==> src/rtl/instr_fetch_unit.sv <==
// Instruction fetch unit for the multicycle MIPS core.
// Owns the PC, issues word reads to instruction memory over a req/ready
// handshake, and hands the returned word to the IR with a one-cycle ir_w.
// Optional macro FETCH_TIMEOUT_EN adds a REQ watchdog with a sticky fault
// and a FAULT state that only reset leaves.
module instr_fetch_unit #(
   parameter logic [31:0] RESET_PC       = 32'h0000_0000,
   parameter int unsigned TIMEOUT_CYCLES = 16
) (
   input  logic        clk,
   input  logic        rst_n,
   input  logic        fetch_go,
   input  logic        jump_en,
   input  logic [25:0] jump_address,
   input  logic        branch_en,
   input  logic [15:0] branch_offset,
   output logic        mem_req,
   output logic [31:0] mem_addr,
   input  logic        mem_ready,
   input  logic [31:0] mem_rdata,
   output logic [31:0] instruction,
   output logic        ir_w,
   output logic [31:0] pc,
   output logic        busy,
   output logic        fault
);

`ifdef FETCH_TIMEOUT_EN
   typedef enum logic [1:0] {S_IDLE = 2'd0, S_REQ = 2'd1, S_ISSUE = 2'd2, S_FAULT = 2'd3} state_e;
   localparam int unsigned CNT_W = (TIMEOUT_CYCLES > 1) ? $clog2(TIMEOUT_CYCLES) : 1;
`else
   typedef enum logic [1:0] {S_IDLE = 2'd0, S_REQ = 2'd1, S_ISSUE = 2'd2} state_e;
`endif

   // Elaboration-time parameter sanity
   if (RESET_PC[1:0] != 2'b00 || TIMEOUT_CYCLES == 0) begin : g_bad_param
      $error("instr_fetch_unit: RESET_PC must be word-aligned and TIMEOUT_CYCLES nonzero");
   end

   state_e      state_q, state_d;
   logic [31:0] pc_q, pc_d;
   logic        mem_req_q, mem_req_d;
   logic [31:0] mem_addr_q, mem_addr_d;
   logic [31:0] instr_q, instr_d;
   logic        ir_w_q, ir_w_d;
   logic        busy_q, busy_d;
   logic [31:0] npc;
`ifdef FETCH_TIMEOUT_EN
   logic             fault_q, fault_d;
   logic [CNT_W-1:0] cnt_q, cnt_d;
`endif

   // Redirect target: jump beats branch, otherwise hold
   always_comb begin
      npc = pc_q;
      if (jump_en) begin
         npc = {pc_q[31:28], jump_address, 2'b00};
      end else if (branch_en) begin
         npc = pc_q + {{14{branch_offset[15]}}, branch_offset, 2'b00};
      end
   end

   // Next-state and registered-output logic
   always_comb begin
      state_d    = state_q;
      pc_d       = pc_q;
      mem_req_d  = mem_req_q;
      mem_addr_d = mem_addr_q;
      instr_d    = instr_q;
      ir_w_d     = 1'b0;
`ifdef FETCH_TIMEOUT_EN
      fault_d    = fault_q;
      cnt_d      = cnt_q;
`endif
      case (state_q)
         S_IDLE: begin
            pc_d = npc;
            if (fetch_go) begin
               mem_req_d  = 1'b1;
               mem_addr_d = npc;
               state_d    = S_REQ;
`ifdef FETCH_TIMEOUT_EN
               cnt_d      = '0;
`endif
            end
         end
         S_REQ: begin
            if (mem_ready) begin
               instr_d   = mem_rdata;
               mem_req_d = 1'b0;
               ir_w_d    = 1'b1;
               pc_d      = mem_addr_q + 32'd4;
               state_d   = S_ISSUE;
            end
`ifdef FETCH_TIMEOUT_EN
            else if (cnt_q == CNT_W'(TIMEOUT_CYCLES - 1)) begin
               mem_req_d = 1'b0;
               fault_d   = 1'b1;
               state_d   = S_FAULT;
            end else begin
               cnt_d = cnt_q + CNT_W'(1);
            end
`endif
         end
         S_ISSUE: begin
            state_d = S_IDLE;
         end
         default: begin
`ifndef FETCH_TIMEOUT_EN
            state_d = S_IDLE;
`endif
         end
      endcase
      busy_d = (state_d != S_IDLE);
   end

   // State and output registers
   always_ff @(posedge clk or negedge rst_n) begin
      if (!rst_n) begin
         state_q    <= S_IDLE;
         pc_q       <= RESET_PC;
         mem_req_q  <= 1'b0;
         mem_addr_q <= RESET_PC;
         instr_q    <= 32'h0;
         ir_w_q     <= 1'b0;
         busy_q     <= 1'b0;
`ifdef FETCH_TIMEOUT_EN
         fault_q    <= 1'b0;
         cnt_q      <= '0;
`endif
      end else begin
         state_q    <= state_d;
         pc_q       <= pc_d;
         mem_req_q  <= mem_req_d;
         mem_addr_q <= mem_addr_d;
         instr_q    <= instr_d;
         ir_w_q     <= ir_w_d;
         busy_q     <= busy_d;
`ifdef FETCH_TIMEOUT_EN
         fault_q    <= fault_d;
         cnt_q      <= cnt_d;
`endif
      end
   end

   assign mem_req     = mem_req_q;
   assign mem_addr    = mem_addr_q;
   assign instruction = instr_q;
   assign ir_w        = ir_w_q;
   assign pc          = pc_q;
   assign busy        = busy_q;
`ifdef FETCH_TIMEOUT_EN
   assign fault       = fault_q;
`else
   assign fault       = 1'b0;
`endif

endmodule

==> config.mk <==
export PLATFORM = sky130hd
export DESIGN_NAME = instr_fetch_unit
export DESIGN_NICKNAME = d
export VERILOG_FILES = /design/src/rtl/instr_fetch_unit.sv
export SDC_FILE = /design/constraint.sdc
export NUM_CORES = 1
export LEC_CHECK = 0
export CORE_ASPECT_RATIO = 1.25
export CORE_MARGIN = 10
export CORE_UTILIZATION = 50
export CTS_CLUSTER_SIZE = 20
export DETAILED_ROUTE_END_ITERATION = 16
export PLACE_DENSITY = 0.83
export SKIP_CTS_REPAIR_TIMING = 1
export SYNTH_ARGS = -nofsm -noshare
export SYNTH_HDL_FRONTEND = slang
export SYNTH_SLANG_ARGS = --single-unit
==> constraint.sdc <==
create_clock -name clk -period 7.5 [get_ports clk]
set_input_delay 0.75 -clock clk [delete_from_list [all_inputs] [get_ports clk]]
set_output_delay 0.75 -clock clk [all_outputs]
set_load 0.01 [all_outputs]
==> qor.yml, run 1 <==
avgSynthCellArea_sq_um: 8.12
cts_tree: "done"
fmax_mhz: 262
crit_type: "input pin to register"
total_leakage_power_nw: 3.94
drv_cap: 0
yosysTopAreaCell: "dfrtp_1"
layout_commonest_cell: "nand2_1"
start_kind: "input pin"
synth_compound_area_frac: 0.228
ys_ff_latch: 101
coreArea_sq_mm: 0.0133
grt.total_usage: 0.232
ir_worst_vdd_uv: 201
overflow: 0
place_congestion: 0.987
wl_mm: 22.8
slew_violations: 0
drt_iter0_drc: 720
synth-seq-area-share: 0.368
n_antenna_cell: 0
clockRootBuffer: "clkbuf_16"
start_util: 0.515
cts_inserted_buffers: 9
fin_cells: 1172
regToRegStartpoint: "pc[3]$_DFFE_PN0P_"
r2r-end: "pc[21]$_DFFE_PN0P_"
synth_top_area_frac: 0.368
clock-skew-final_ps: 14.0
first_pass_iters: 5
ant_nets: 0
top_level_ports: 180
finalNetCount: 1108
crit_fanout: 18
antenna_found_initial: 0
grt_pass1_wl_mm: 35.9
status: "completed"
dp_hpwl_mm: 17.3
r2r_slack_ps: 4210
cp.required_ps: 7720
synthSimpleGateAreaFrac: 0.232
synth_top_family_by_area: "simple AND/OR/NAND/NOR gates"
cp_cell_sequence: "clkdlybuf4s50_1, ha_1, nand2_1, o21bai_1, a21oi_1, o21ai_0, a21oi_1, nand4b_1, mux2i_1, or2_2, a311oi_1"
die_height_microns: 151
htree_num_levels: 3
std_cell_rows: 47
hold_viol: 0
dp.cells: 1157
slew-limit-headroom: 0.237
rsz0062_at_grt: "false"
fin_crit_ps: 3820
design.die.area_sq_mm: 0.0189
muxShareOfSynthArea: 0.0230
syn_area_sq_mm: 0.00687
fin_crit_sh: 0.509
synth_xor_area_frac: 0.0561
synth-edff-count: 0
mostFrequentLayoutCells: "192 x nand2_1, 176 x clkdlybuf4s50_1, 101 x dfrtp_1, 57 x nor2_1, 57 x a21oi_1"
ys_warn_count: 0
synthArstFlopShare: 1.00
endpoint_kind: "register"
portBuffers: 178
hold_class: "input pin to async pin"
setup_violations: 0
synth_area_leaders: "dfrtp_1 37%, nand2_1 10%, ha_1 5.5%"
synth.distinct_cells: 72
synth.net_count: 957
tightest_slew_ps: 1140
via_per_inst: 5.92
dr_total_vias: 6942
max_stage_delay_ps: 810
postSynthCellCount: 846
synth_top_flop_cell: "dfrtp_1"
grt_max_degree: 61
drc: 0
crit_start: "branch_offset[15]"
clk_latency_ps: 350
grt_pass1_vias: 6574
cts_sinks: 101
area_growth_syn_to_layout_pct: 31.3
layout-drive-gt1-share: 0.0460
path_clk_slew_ps: 70
power_density_mw_per_mm2: 408
dieWidth_microns: 125
arrival_ps: 4040
crit_slowest_cell: "clkdlybuf4s50_1"
clockBufferDepth: 2
path_common_cell: "a21oi_1"
synth_adder_area_share: 0.0576
reg2regPathDepth: 10
fin_tns_setup_ps: 0
endpoint: "pc[31]$_DFFE_PN0P_"
wl_per_cell_microns: 19.5
[report_power, final]
part           switching (mW)  total [mW]  internal [mW]
clock                   0.217       0.447          0.230
combinational            1.10        2.12           1.02
sequential              0.321        1.12          0.797
[area by class of cell]
type	instances	area, sq um
Fill cell	1098	4330
Multi-Input combinational cell	682	4100
Sequential cell	101	2530
Timing Repair Buffer	186	1830
Clock buffer	9	225
Tap cell	171	214
Inverter	17	63.8
Clock inverter	6	56.3
[Yosys cell counts (6+ instances only)]
cell type	number
o31ai_1	6
o2bb2ai_1	6
o21ai_0	56
a21oi_1	57
nor2b_1	7
nand2b_1	9
a22oi_1	9
nand4_1	9
inv_1	15
ha_1	30
clkbuf_1	39
a21o_1	16
o22ai_1	7
a211oi_1	10
o21bai_1	8
and3_1	12
nor3_1	11
and2_1	8
nand3_1	31
xor2_1	17
mux2i_1	9
a31oi_1	6
nand2_1	192
nor2_1	57
dfrtp_1	101
mux2_2	6
xnor2_1	27
[per-stage QoR]
| step | cell area, sq um | hold slack (ps) | worst slack, ps | total power [mW] | utilization |
|---|---|---|---|---|---|
| finish | 9020 | 361 | 3680 | 3.68 | 0.676 |
| global route | 9020 | 395 | 3510 | 3.94 | 0.676 |
| CTS | 9020 | 384 | 3810 | 3.68 | 0.676 |
| detailed placement | 8740 | 461 | 3440 | 3.21 | 0.655 |
| global placement | 8740 | 455 | 3490 | 3.17 | 0.655 |
| floorplan | 6870 | 454 | 4300 | 2.26 | - |
[flip-flops by register name (all words and copies together), names as in the netlist]
name         cells
ir_w             1
pc              32
state_q          2
instruction     32
busy             1
mem_req          1
mem_addr        32
[worst min-delay path by stage]
stage / startpoint / end / slack, ps / cells past startpoint
after detailed placement: instruction[22]$_DFFE_PN0P_ / instruction[22]$_DFFE_PN0P_ / 460 / 2
after global routing: rst_n / instruction[24]$_DFFE_PN0P_ / 400 / 1
after CTS: rst_n / instruction[24]$_DFFE_PN0P_ / 380 / 1
after global placement: instruction[23]$_DFFE_PN0P_ / instruction[23]$_DFFE_PN0P_ / 460 / 2
after floorplan: rst_n / busy$_DFF_PN0_ / 450 / 0
final: rst_n / instruction[24]$_DFFE_PN0P_ / 360 / 1
[cell families after synthesis]
| family | after synthesis |
|---|---|
| multiplexers | 15 |
| AND/OR/NAND/NOR | 357 |
| AO/OA/AOI/OAI | 234 |
| flip-flops | 101 |
| XOR/XNOR | 44 |
| other | 1 |
| adder cells (fa/ha/maj) | 31 |
| buffers and inverters | 63 |
[per-layer routing]
| layer | GRT usage | part of all wire |
|---|---|---|
| met5 | 0 | 0 |
| met4 | 0.0767 | 0.021 |
| met3 | 0.0762 | 0.11 |
| met2 | 0.374 | 0.47 |
| met1 | 0.289 | 0.40 |
[critical path: cells and delay by family]
family                   cells  cell delay (ps)
AND/OR/NAND/NOR              3              580
adder cells (fa/ha/maj)      1              690
AO/OA/AOI/OAI                5             1080
multiplexers                 1              140
buffers and inverters        1              810
Power figures use the tool's default switching activity.
==> run 2, diff against run 1 <==
==> constraint.sdc (replaced) <==
create_clock -name clk -period 3.8 [get_ports clk]
set_input_delay 0.38 -clock clk [delete_from_list [all_inputs] [get_ports clk]]
set_output_delay 0.38 -clock clk [all_outputs]
set_load 0.01 [all_outputs]
==> qor.yml, run 2 (same netlist as run 1, synthesis figures left out) <==
crit_fanout: 4  # -14
multiInputGateArea_sq_mm: 0.00410  # unchanged
rsz0062_at_grt: "false"
top_level_ports: 180  # unchanged
start_kind: "input pin"
cts_tree: "done"
dp.cells: 1172  # +1.3%
cts_inserted_buffers: 9  # unchanged
design_area_sq_mm: 0.00916  # +1.5%
power_density_mw_per_mm2: 806  # +98%
fmax_mhz: 317
finalNetCount: 1123  # +1.4%
dp_slack_ps: 315  # -3130 ps
fin_tns_setup_ps: 0  # unchanged
drt_iter0_drc: 660  # -8.3%
portBuffers: 178  # unchanged
cts_sinks: 101  # unchanged
cp.required_ps: 4030  # -3690 ps
arrival_ps: 3380  # -660 ps
tightest_slew_ps: 1020  # -120 ps
setup_violations: 0  # unchanged
hold_viol: 0  # unchanged
crit_start: "branch_offset[0]"
grt_pass1_wl_mm: 36.2  # +0.65%
total_power_mw: 7.38  # +100%
die_height_microns: 151  # unchanged
clockBufferDepth: 2  # unchanged
slew-limit-headroom: 0.318  # +0.0813
endpoint_kind: "register"
hold_class: "input pin to async pin"
clockRootBuffer: "clkbuf_16"
setup_ws_ps: 649  # -3030 ps
dieWidth_microns: 125  # unchanged
r2r_slack_ps: 660  # -3550 ps
register_area_sq_mm: 0.00253  # unchanged
drc: 0  # unchanged
wl_per_cell_microns: 19.1  # -1.7%
area_growth_syn_to_layout_pct: 33.3
overflow: 0  # unchanged
place_congestion: 0.940  # -4.8%
endpoint: "pc[26]$_DFFE_PN0P_"
first_pass_iters: 8  # +3
ant_nets: 0  # unchanged
drv_cap: 0  # unchanged
reg2regPathDepth: 11  # +1
fill_cells: 1110  # +1.1%
post-route-util: 0.686  # +0.0103
regToRegStartpoint: "pc[2]$_DFFE_PN0P_"
dp_hpwl_mm: 17.3  # +0.16%
crit_type: "input pin to register"
fin_cells: 1188  # +1.4%
design.die.area_sq_mm: 0.0189  # unchanged
ir_worst_vdd_uv: 404  # +100%
wl_mm: 22.7  # -0.37%
status: "completed"
fin_crit_ps: 3150
grt_pass1_vias: 6748  # +2.6%
n_antenna_cell: 0  # unchanged
clk_latency_ps: 350  # about the same
mostFrequentLayoutCells: "192 x nand2_1, 176 x clkdlybuf4s50_1, 101 x dfrtp_1, 57 x nor2_1, 57 x a21oi_1"
holdWs_ps: 175  # -186 ps
fin_crit_sh: 0.829
coreArea_sq_mm: 0.0133  # unchanged
layout-drive-gt1-share: 0.0600  # +0.0140
start_util: 0.515  # unchanged
slew_violations: 0  # unchanged
dr_total_vias: 6931  # -0.16%
total_leakage_power_nw: 4.03  # +2.1%
r2r-end: "pc[26]$_DFFE_PN0P_"
std_cell_rows: 47  # unchanged
via_per_inst: 5.83  # -1.5%
path_clk_slew_ps: 70  # about the same
htree_num_levels: 3  # unchanged
antenna_found_initial: 0  # unchanged
grt.total_usage: 0.232  # -0.000622
placed_area_sq_mm: 0.00885  # +1.3%
grt_max_degree: 79  # +30%
layout_commonest_cell: "nand2_1"
clock-skew-final_ps: 11.9  # -2.16 ps
[run 2: worst min-delay path by stage]
stage                                 from                           to  slack (ps)  cells after the start
4_1_cts                              rst_n  instruction[28]$_DFFE_PN0P_         230                      1
2_1_floorplan                        rst_n               busy$_DFF_PN0_          80                      0
3_5_place_dp   instruction[21]$_DFFE_PN0P_  instruction[21]$_DFFE_PN0P_         460                      2
6_report                             rst_n  instruction[28]$_DFFE_PN0P_         170                      1
5_1_grt                              rst_n  instruction[23]$_DFFE_PN0P_         260                      1
3_3_place_gp   instruction[31]$_DFFE_PN0P_  instruction[31]$_DFFE_PN0P_         460                      2
[run 2: cell type report]
class                      count  share of cell area
multi-input combinational    682               0.448
inverter                      17             0.00697
clock inverter                 6             0.00847
sequential                   101               0.276
tap                          171              0.0234
clock buffer                  10              0.0250
timing repair buffer         201               0.213
[run 2: where the power goes]
part / switching (mW) / total (mW) / internal [mW]
logic: 2.17 / 4.23 / 2.06
clock network: 0.430 / 0.954 / 0.524
registers: 0.619 / 2.19 / 1.57
total: 3.22 / 7.38 / 4.16
[run 2: layer usage]
layer	global-route usage	part of all wire	wire length, microns	up-vias
li1	-	-	-	3345
met1	0.291	0.42	9440	3232
met2	0.371	0.46	10500	313
met4	0.0767	0.024	547	0
met5	0	0	0	-
met3	0.0745	0.098	2220	41
[run 2: worst max-delay path, stage by stage]
cell and delay [ps]:
clkdlybuf4s50_1 400, ha_1 230, fa_1 410, a21oi_1 210, or3_1 150, a311o_1 240
nand4_4 160, a311oi_4 370, a211oi_1 120, or3_1 360, a211oi_1 250, o21ai_1 100
